### src/rtl/char_mem_ctrl_if.sv
// rtl/char_mem_ctrl_if.sv - host load, display read and glyph memory port bundle for char_mem_ctrl
interface char_mem_ctrl_if;
  logic        load_valid;
  logic        load_ready;
  logic [19:0] load_data;
  logic        load_done;
  logic        rd_req;
  logic        rd_ready;
  logic [1:0]  rd_x;
  logic [2:0]  rd_y;
  logic        rd_valid;
  logic        rd_pixel;
  logic        mem_write;
  logic [1:0]  mem_x;
  logic [2:0]  mem_y;
  logic        mem_data_in;
  logic        mem_data_out;
  logic        busy;

  modport master (
    output load_valid, load_data, rd_req, rd_x, rd_y, mem_data_out,
    input  load_ready, load_done, rd_ready, rd_valid, rd_pixel,
           mem_write, mem_x, mem_y, mem_data_in, busy
  );

  modport slave (
    input  load_valid, load_data, rd_req, rd_x, rd_y, mem_data_out,
    output load_ready, load_done, rd_ready, rd_valid, rd_pixel,
           mem_write, mem_x, mem_y, mem_data_in, busy
  );
endinterface

### src/rtl/char_mem_ctrl.sv
// rtl/char_mem_ctrl.sv - glyph loader serializer and read-priority arbiter for a 4x5 bit glyph memory
module char_mem_ctrl #(
  parameter int STARVE_LIMIT = 8
) (
  input  logic            clock,
  input  logic            rst_n,
  char_mem_ctrl_if.slave  bus
);

  localparam int SW = $clog2(STARVE_LIMIT + 1);
  localparam logic [SW-1:0] STALL_MAX = SW'(STARVE_LIMIT);

  localparam logic [1:0] S_IDLE = 2'd0;
  localparam logic [1:0] S_LOAD = 2'd1;
  localparam logic [1:0] S_DONE = 2'd2;

  logic [1:0]    r_state;
  logic [19:0]   r_shadow;
  logic [2:0]    r_row;
  logic [1:0]    r_col;
  logic [SW-1:0] r_stall;
  logic          r_rd_valid;
  logic          r_rd_pixel;

  logic          w_starve;
  logic          w_rd_ready;
  logic          w_rd_grant;
  logic          w_ld_slot;
  logic          w_load_ready;
  logic          w_xfer;
  logic          w_last_bit;
  logic [4:0]    w_bit_idx;

  // The starvation slot steals the port from the reader for exactly one cycle.
  assign w_starve     = (r_state == S_LOAD) && (r_stall == STALL_MAX);
  assign w_rd_ready   = rst_n && !w_starve;
  assign w_rd_grant   = bus.rd_req && w_rd_ready;
  assign w_ld_slot    = rst_n && (r_state == S_LOAD) && (!bus.rd_req || w_starve);
  assign w_load_ready = rst_n && (r_state == S_IDLE);
  assign w_xfer       = bus.load_valid && w_load_ready;
  assign w_bit_idx    = {r_row, r_col};
  assign w_last_bit   = (r_row == 3'd4) && (r_col == 2'd3);

  assign bus.load_ready = w_load_ready;
  assign bus.rd_ready   = w_rd_ready;
  assign bus.load_done  = (r_state == S_DONE);
  assign bus.busy       = (r_state != S_IDLE);
  assign bus.rd_valid   = r_rd_valid;
  assign bus.rd_pixel   = r_rd_pixel;

  always_comb begin
    bus.mem_write   = 1'b0;
    bus.mem_x       = 2'd0;
    bus.mem_y       = 3'd0;
    bus.mem_data_in = 1'b0;
    if (w_ld_slot) begin
      bus.mem_write   = 1'b1;
      bus.mem_x       = r_col;
      bus.mem_y       = r_row;
      bus.mem_data_in = r_shadow[w_bit_idx];
    end else if (w_rd_grant) begin
      bus.mem_x = bus.rd_x;
      bus.mem_y = bus.rd_y;
    end
  end

  always_ff @(posedge clock) begin
    if (!rst_n) begin
      r_state    <= S_IDLE;
      r_shadow   <= 20'd0;
      r_row      <= 3'd0;
      r_col      <= 2'd0;
      r_stall    <= '0;
      r_rd_valid <= 1'b0;
      r_rd_pixel <= 1'b0;
    end else begin
      r_rd_valid <= w_rd_grant;
      // Rows past the glyph read as blank regardless of what the memory returns.
      if (w_rd_grant) begin
        r_rd_pixel <= (bus.rd_y > 3'd4) ? 1'b0 : bus.mem_data_out;
      end

      case (r_state)
        S_IDLE: begin
          if (w_xfer) begin
            r_shadow <= bus.load_data;
            r_row    <= 3'd0;
            r_col    <= 2'd0;
            r_stall  <= '0;
            r_state  <= S_LOAD;
          end
        end
        S_LOAD: begin
          if (w_ld_slot) begin
            r_stall <= '0;
            if (w_last_bit) begin
              r_state <= S_DONE;
            end else if (r_col == 2'd3) begin
              r_col <= 2'd0;
              r_row <= r_row + 3'd1;
            end else begin
              r_col <= r_col + 2'd1;
            end
          end else begin
            r_stall <= r_stall + SW'(1);
          end
        end
        S_DONE: begin
          r_state <= S_IDLE;
        end
        default: begin
          r_state <= S_IDLE;
        end
      endcase
    end
  end

endmodule

### src/flat_wrapper.sv
// flat-port wrapper written by rule: the top's interface ports become plain ports
module char_mem_ctrl_flat 
#(
  parameter int STARVE_LIMIT = 8
)
  (clock, rst_n, bus_load_valid, bus_load_data, bus_rd_req, bus_rd_x, bus_rd_y, bus_mem_data_out, bus_load_ready, bus_load_done, bus_rd_ready, bus_rd_valid, bus_rd_pixel, bus_mem_write, bus_mem_x, bus_mem_y, bus_mem_data_in, bus_busy);
  char_mem_ctrl_if bus_i ();
  input  logic clock;
  input  logic rst_n;
  input wire logic [$bits(bus_i.load_valid)-1:0] bus_load_valid;
  input wire logic [$bits(bus_i.load_data)-1:0] bus_load_data;
  input wire logic [$bits(bus_i.rd_req)-1:0] bus_rd_req;
  input wire logic [$bits(bus_i.rd_x)-1:0] bus_rd_x;
  input wire logic [$bits(bus_i.rd_y)-1:0] bus_rd_y;
  input wire logic [$bits(bus_i.mem_data_out)-1:0] bus_mem_data_out;
  output wire logic [$bits(bus_i.load_ready)-1:0] bus_load_ready;
  output wire logic [$bits(bus_i.load_done)-1:0] bus_load_done;
  output wire logic [$bits(bus_i.rd_ready)-1:0] bus_rd_ready;
  output wire logic [$bits(bus_i.rd_valid)-1:0] bus_rd_valid;
  output wire logic [$bits(bus_i.rd_pixel)-1:0] bus_rd_pixel;
  output wire logic [$bits(bus_i.mem_write)-1:0] bus_mem_write;
  output wire logic [$bits(bus_i.mem_x)-1:0] bus_mem_x;
  output wire logic [$bits(bus_i.mem_y)-1:0] bus_mem_y;
  output wire logic [$bits(bus_i.mem_data_in)-1:0] bus_mem_data_in;
  output wire logic [$bits(bus_i.busy)-1:0] bus_busy;
  assign bus_i.load_valid = bus_load_valid;
  assign bus_i.load_data = bus_load_data;
  assign bus_i.rd_req = bus_rd_req;
  assign bus_i.rd_x = bus_rd_x;
  assign bus_i.rd_y = bus_rd_y;
  assign bus_i.mem_data_out = bus_mem_data_out;
  assign bus_load_ready = bus_i.load_ready;
  assign bus_load_done = bus_i.load_done;
  assign bus_rd_ready = bus_i.rd_ready;
  assign bus_rd_valid = bus_i.rd_valid;
  assign bus_rd_pixel = bus_i.rd_pixel;
  assign bus_mem_write = bus_i.mem_write;
  assign bus_mem_x = bus_i.mem_x;
  assign bus_mem_y = bus_i.mem_y;
  assign bus_mem_data_in = bus_i.mem_data_in;
  assign bus_busy = bus_i.busy;
  char_mem_ctrl #(.STARVE_LIMIT(STARVE_LIMIT)) u_core (.clock(clock), .rst_n(rst_n), .bus(bus_i));
endmodule
### config.mk
export PLATFORM = sky130hd
export DESIGN_NAME = char_mem_ctrl_flat
export DESIGN_NICKNAME = d
export VERILOG_FILES = /design/src/rtl/char_mem_ctrl_if.sv /design/src/rtl/char_mem_ctrl.sv /design/src/flat_wrapper.sv
export SDC_FILE = /design/constraint.sdc
export NUM_CORES = 1
export LEC_CHECK = 0
export ABC_AREA = 1
export CORE_MARGIN = 5
export CORE_UTILIZATION = 48
export DETAILED_ROUTE_END_ITERATION = 12
export PLACE_DENSITY = 0.78
export SKIP_CTS_REPAIR_TIMING = 1
export SLEW_MARGIN = 0
export SYNTH_ARGS = -nofsm -noshare
export SYNTH_HDL_FRONTEND = slang
export SYNTH_SLANG_ARGS = --single-unit
### constraint.sdc
create_clock -name clock -period 2.3 [get_ports clock]
set_input_delay 0.46 -clock clock [delete_from_list [all_inputs] [get_ports clock]]
set_output_delay 0.46 -clock clock [all_outputs]
set_load 0.05 [all_outputs]
== Yosys cells after proc, flatten, opt, wreduce, memory -nomap -nowiden ==
Cells that the tools add are included.

* Multiplexer cells: 26
* Multiply operators: 0
* Equality and inequality tests: 10
* Shifts and indexed selects: 0
* Order comparisons: 2
* Divide/modulo/power cells: 0
* $add $sub $neg: 3
* Bitwise logic cells: 0
* Reduce and logical (&&, ||, !) cells: 19

{| class="wikitable"
|+ Operator list
! operator !! count
|-
| 2-bit 2-to-1 mux || 9
|-
| 3-bit 2-to-1 mux || 6
|-
| 1-bit logical AND || 8
|-
| 4-bit 2-to-1 mux || 2
|-
| 2-bit one-hot mux with 2 select lines || 2
|-
| 4-bit one-hot mux with 2 select lines || 1
|-
| 5-bit by 6-bit < comparator with 1-bit output, second input constant || 1
|-
| 2-bit by 1-bit inequality test with 1-bit output, second input constant || 3
|-
| 3-bit one-hot mux with 2 select lines || 1
|-
| 1-bit binary-select mux with 5-bit select || 1
|-
| 5-bit AND reduction || 1
|-
| 4-bit by 1-bit adder with 4-bit output, second input constant || 1
|-
| 2-bit == test, second input constant || 2
|-
| 4-bit == test, second input constant || 1
|-
| 1-bit 2-to-1 mux || 4
|-
| 2-bit inequality test, second input constant || 2
|-
| 2-bit AND reduction || 2
|-
| 4-bit AND reduction || 1
|-
| 2-bit nonzero test || 2
|-
| 3-bit by 1-bit adder with 3-bit output, second input constant || 1
|-
| 3-bit == test, second input constant || 1
|-
| 3-bit greater-than comparator, second input constant || 1
|-
| 3-bit AND reduction || 1
|-
| 2-bit by 1-bit adder with 2-bit output, second input constant || 1
|-
| 4 further kinds || 5
|}

* Flip-flop bits (word level): 33
* Output and inout bits: 13
* Logic and storage cells: 67
* ROM bits: 0
* Bits in latches: 0
* Input bits: 30
* Memories kept: 0
* Memory bits (writable): 0

== Logic depth before layout (Yosys ltp) ==
* Depth in word-level cells: 7
* Depth in mapped cells: 11
* Gate-level depth less buffers: 11

== Worst setup path before layout ==
Ideal clock, no wire load.

* Path type: register to output
* Start: register u_core.r_stall[0]
* End: output bus_mem_x[1]
* Path buffers: 1
* Path slack: -0.242 ns
* Cell stages (with the launch flop): 10
* Required time: 1.840 ns
* Arrival time: 2.082 ns
* Cells stage by stage: dfxtp_1 inv_1 ha_1 nand2_1 inv_1 nand3_4 nand2_4 nand2_2 buf_6 o21ai_0

* Longest elaborated chain between the ends: 7
* Elaborated cells on any way between the ends: 9
* Classes of those cells: eq/ne (1); mux (2); reduce/logical (6)

{| class="wikitable"
|+ Ends and longest elaborated chain
! what !! line !! source
|-
| start, declared || char_mem_ctrl.sv:21 || <nowiki>logic [SW-1:0] r_stall;</nowiki>
|-
| start signal, assigned || char_mem_ctrl.sv:105 || <nowiki>r_stall <= r_stall + SW'(1);</nowiki>
|-
| 4-bit == test * || char_mem_ctrl.sv:35 || <nowiki>assign w_starve = (r_state == S_LOAD) && (r_stall == STALL_MAX);</nowiki>
|-
| 1-bit logical AND * || char_mem_ctrl.sv:35 ||
|-
| 1-bit zero test || char_mem_ctrl.sv:36 || <nowiki>assign w_rd_ready = rst_n && !w_starve;</nowiki>
|-
| 1-bit logical AND || char_mem_ctrl.sv:36 ||
|-
| 1-bit logical AND || char_mem_ctrl.sv:37 || <nowiki>assign w_rd_grant = bus.rd_req && w_rd_ready;</nowiki>
|-
| 2-bit 2-to-1 mux || char_mem_ctrl.sv:61 || <nowiki>end else if (w_rd_grant) begin</nowiki>
|-
| 2-bit 2-to-1 mux * || char_mem_ctrl.sv:56 || <nowiki>if (w_ld_slot) begin</nowiki>
|-
| end, declared || flat_wrapper.sv:22 || <nowiki>output wire logic [$bits(bus_i.mem_x)-1:0] bus_mem_x;</nowiki>
|}

Mark *: on every way between the ends. The rest lies on a longest branch, timed or not.

== Final worst setup path ==
* Start: register u_core.r_stall[0]
* End: output bus_mem_y[0]

* Longest elaborated chain between the ends: 7
* Elaborated cells on any way between the ends: 9
* Classes of those cells: eq/ne (1); mux (2); reduce/logical (6)

{| class="wikitable"
|+ Ends and longest elaborated chain
! what !! line !! source
|-
| 4-bit == test * || char_mem_ctrl.sv:35 ||
|-
| 1-bit logical AND * || char_mem_ctrl.sv:35 ||
|-
| 1-bit zero test || char_mem_ctrl.sv:36 ||
|-
| 1-bit logical AND || char_mem_ctrl.sv:36 ||
|-
| 1-bit logical AND || char_mem_ctrl.sv:37 ||
|-
| 3-bit 2-to-1 mux || char_mem_ctrl.sv:61 ||
|-
| 3-bit 2-to-1 mux * || char_mem_ctrl.sv:56 ||
|-
| end, declared || flat_wrapper.sv:23 || <nowiki>output wire logic [$bits(bus_i.mem_y)-1:0] bus_mem_y;</nowiki>
|}

Marks and branches as above.

==> impl_metrics.env <==
export IMPL_yosys_warnings=0
export IMPL_crit_slowest_cell="dfxtp_2"
export IMPL_design_die_area_um2=4810
export IMPL_drt_pass1_iter_count=4
export IMPL_fin_crit_sh=0.969
export IMPL_antenna_found_initial=0
export IMPL_via_count=1694
export IMPL_cp_required_ns=1.84
export IMPL_power_share_switching=0.289
export IMPL_multi_input_area_um2=905
export IMPL_pin_count=43
export IMPL_finalWirelength_mm=4.16
export IMPL_fmax_mhz=449
export IMPL_peakVddDrop_mv=0.493
export IMPL_crit_fanout=4
export IMPL_synth_commonest_cells="nand2_1 (47), dfxtp_1 (33), nand3_1 (29)"
export IMPL_start_util=0.503
export IMPL_fin_util=0.726
export IMPL_maxCapViolCount=0
export IMPL_clk_pin_slew_ns=0.10
export IMPL_fin_crit_ns=2.23
export IMPL_ys_types=31
export IMPL_core_um2=3360
export IMPL_combPwrFrac=0.255
export IMPL_worst_setup_path_end_kind="output port"
export IMPL_syn_area_per_cell_um2=7.33
export IMPL_power_density_nw_per_um2=599
export IMPL_fin_ws_ns=0.0712
export IMPL_hold_violations=0
export IMPL_die_x_um=69.4
export IMPL_grt_use_total=0.171
export IMPL_syn_nets=266
export IMPL_synth_edff_count=0
export IMPL_cts_path_max_buffers=2
export IMPL_synth_flop_cell="dfxtp_1"
export IMPL_pre_cts_slack_ns=0.0307
export IMPL_clock_skew_ns=0.00423
export IMPL_regArea_um2=664
export IMPL_max_stage_delay_ns=0.37
export IMPL_synth_top_area_frac=0.390
export IMPL_critPathTopFamily="buffers and inverters"
export IMPL_cts_made_buffers=5
export IMPL_p_leak_nw=1.02
export IMPL_grt_setup_unrepaired="true"
export IMPL_synth_seq_area_share=0.390
export IMPL_synth_seq_cells=33
export IMPL_rows=21
export IMPL_synthTopCellsByArea="dfxtp_1 (39%), nand2_1 (10%), nand3_1 (8.6%)"
export IMPL_outcome="finished clean"
export IMPL_place_congestion=0.861
export IMPL_crit_arrival_ns=1.77
export IMPL_pwr_share_clk=0.309
export IMPL_setup_violations=0
export IMPL_yosysTopAreaCell="dfxtp_1"
export IMPL_synth_cells=231
export IMPL_cts_sinks=33
export IMPL_internal_power_mw=1.04
export IMPL_htreeDepth=2
export IMPL_grt_pass1_wl_mm=6.73
export IMPL_clk_latency_ns=0.33
export IMPL_overflow=0
export IMPL_critPathLaunchType="register"
export IMPL_postRouteAntennaNets=0
export IMPL_grt_pass1_vias=1505
export IMPL_clock_root_buffer="clkbuf_4"
export IMPL_drive_above_1_share=0.200
export IMPL_numPlacedInstances=321
export IMPL_die_height_um=69.4
export IMPL_grt_max_degree=27
export IMPL_fillers=265
export IMPL_worst_slew_pin_slew_ns=0.502
export IMPL_max_slew_margin=0.664
export IMPL_wl_per_cell_um=12.6
export IMPL_p_seq_frac=0.435
export IMPL_drt_vias_per_instance=5.12
export IMPL_final_net_count=319
export IMPL_path_buf_inv=4
export IMPL_final_cell_count_no_fill=331
export IMPL_ys_async_sr_fraction=0
export IMPL_area_growth_pct=44.3
export IMPL_finalMaxSlewViolations=0
export IMPL_antenna_diode_count=0
export IMPL_critPathKind="reg -> out"
export IMPL_power_switching_mw=0.423
export IMPL_cts_tree="done"
export IMPL_cpMostUsedCell="inv_2"
export IMPL_drc_errors=0
export IMPL_power_mw=1.46
export IMPL_mappedNetlistArea_um2=1690
export IMPL_synth_most_common_cell="nand2_1"
export IMPL_holdCritPathClass="reg -> reg"
export IMPL_whs_ns=0.469
export IMPL_hpwlAfterDp_mm=3.16
export IMPL_drtIter0Drc=83
export IMPL_numPortBuffers=42
export IMPL_crit_chain="inv_2, ha_4, nand2_2, inv_2, nand3_4, nand2_4, nor2_4, buf_6, nand2_1, o21ai_1, buf_12"
export IMPL_r2r_slack_ns=0.75
==> metal layers <==
metal  vias up  wire, um  global-route usage
li1        867         -                   -
met1       766      1850               0.220
met2        53      1960               0.265
met3         8       267              0.0464
met4         0        78              0.0781
met5         -         0                   0
==> placed cells by master, fill, tap and decap left out, types with 2 or more instances in the layout <==
cell	synthesis	layout
dfxtp_1	33	30
o21ai_1	2	3
o21ai_0	20	17
xor2_1	2	2
a21oi_1	24	24
inv_1	26	22
o21ai_2	1	3
inv_2	0	4
dfxtp_2	0	3
ha_1	5	4
clkdlybuf4s50_1	0	33
nand2_2	2	4
buf_12	0	9
clkinv_1	2	2
nor2_1	9	8
buf_4	1	13
nand2_1	47	44
clkbuf_4	0	5
nand3_1	29	29
nor2_4	2	4
o211ai_1	6	6
nand2_4	2	3
==> logic make-up after synthesis <==
| group | count (synthesis) | share of synthesized area |
|---|---|---|
| simple gates | 96 | 0.279 |
| buf+inv | 39 | 0.102 |
| fa+ha+maj | 5 | 0.0370 |
| compound gates | 56 | 0.181 |
| flops | 33 | 0.390 |
| xor+xnor | 2 | 0.0103 |
==> power by group through the flow <==
stage,registers [mW],clock network (mW),logic [mW]
5_1_grt,0.642,0.475,0.407
4_1_cts,0.635,0.460,0.356
3_5_place_dp,0.649,0,0.354
6_report,0.637,0.452,0.373
2_1_floorplan,0.648,0,0.210
3_3_place_gp,0.648,0,0.348
==> state kept, by name, indices dropped and copies added, names as in the netlist <==
register,cells
u_core.r_shadow,20
u_core.r_stall,4
u_core.r_row,3
u_core.r_col,2
u_core.r_state,2
u_core.bus.rd_pixel,1
u_core.bus.rd_valid,1
==> cell type report <==
cell class                 count  share of cell area
clock buffer                   7              0.0225
clock inverter                 1              0.0123
inverter                      29              0.0456
multi-input combinational    159               0.370
sequential                    33               0.272
tap                           46              0.0236
timing repair buffer          56               0.254
==> through the flow <==
step	setup TNS, ns	area (um^2)
5_1_grt	-0.111	2440
6_report	0	2440
3_5_place_dp	0	2290
4_1_cts	-0.734	2370
2_1_floorplan	-0.725	1690
3_3_place_gp	0	2290
==> tightest hold or removal path, stage by stage, from the launching register on <==
cell and delay, ns:
dfxtp_1 0.31, inv_1 0.06, a21oi_1 0.06
==> final timing paths <==
check | startpoint | to | depth (start not counted)
setup / recovery | u_core.r_stall[0]$_SDFFE_PN0P_ | bus_mem_y[0] | 11
hold / removal | u_core.r_shadow[13]$_SDFFE_PN0P_ | u_core.r_shadow[13]$_SDFFE_PN0P_ | 2
setup reg to reg | u_core.r_row[0]$_SDFFE_PN0P_ | u_core.r_row[0]$_SDFFE_PN0P_ | 8
hold reg to reg | u_core.r_shadow[13]$_SDFFE_PN0P_ | u_core.r_shadow[13]$_SDFFE_PN0P_ | 2
Note: power is estimated with default switching activity, not from simulation.
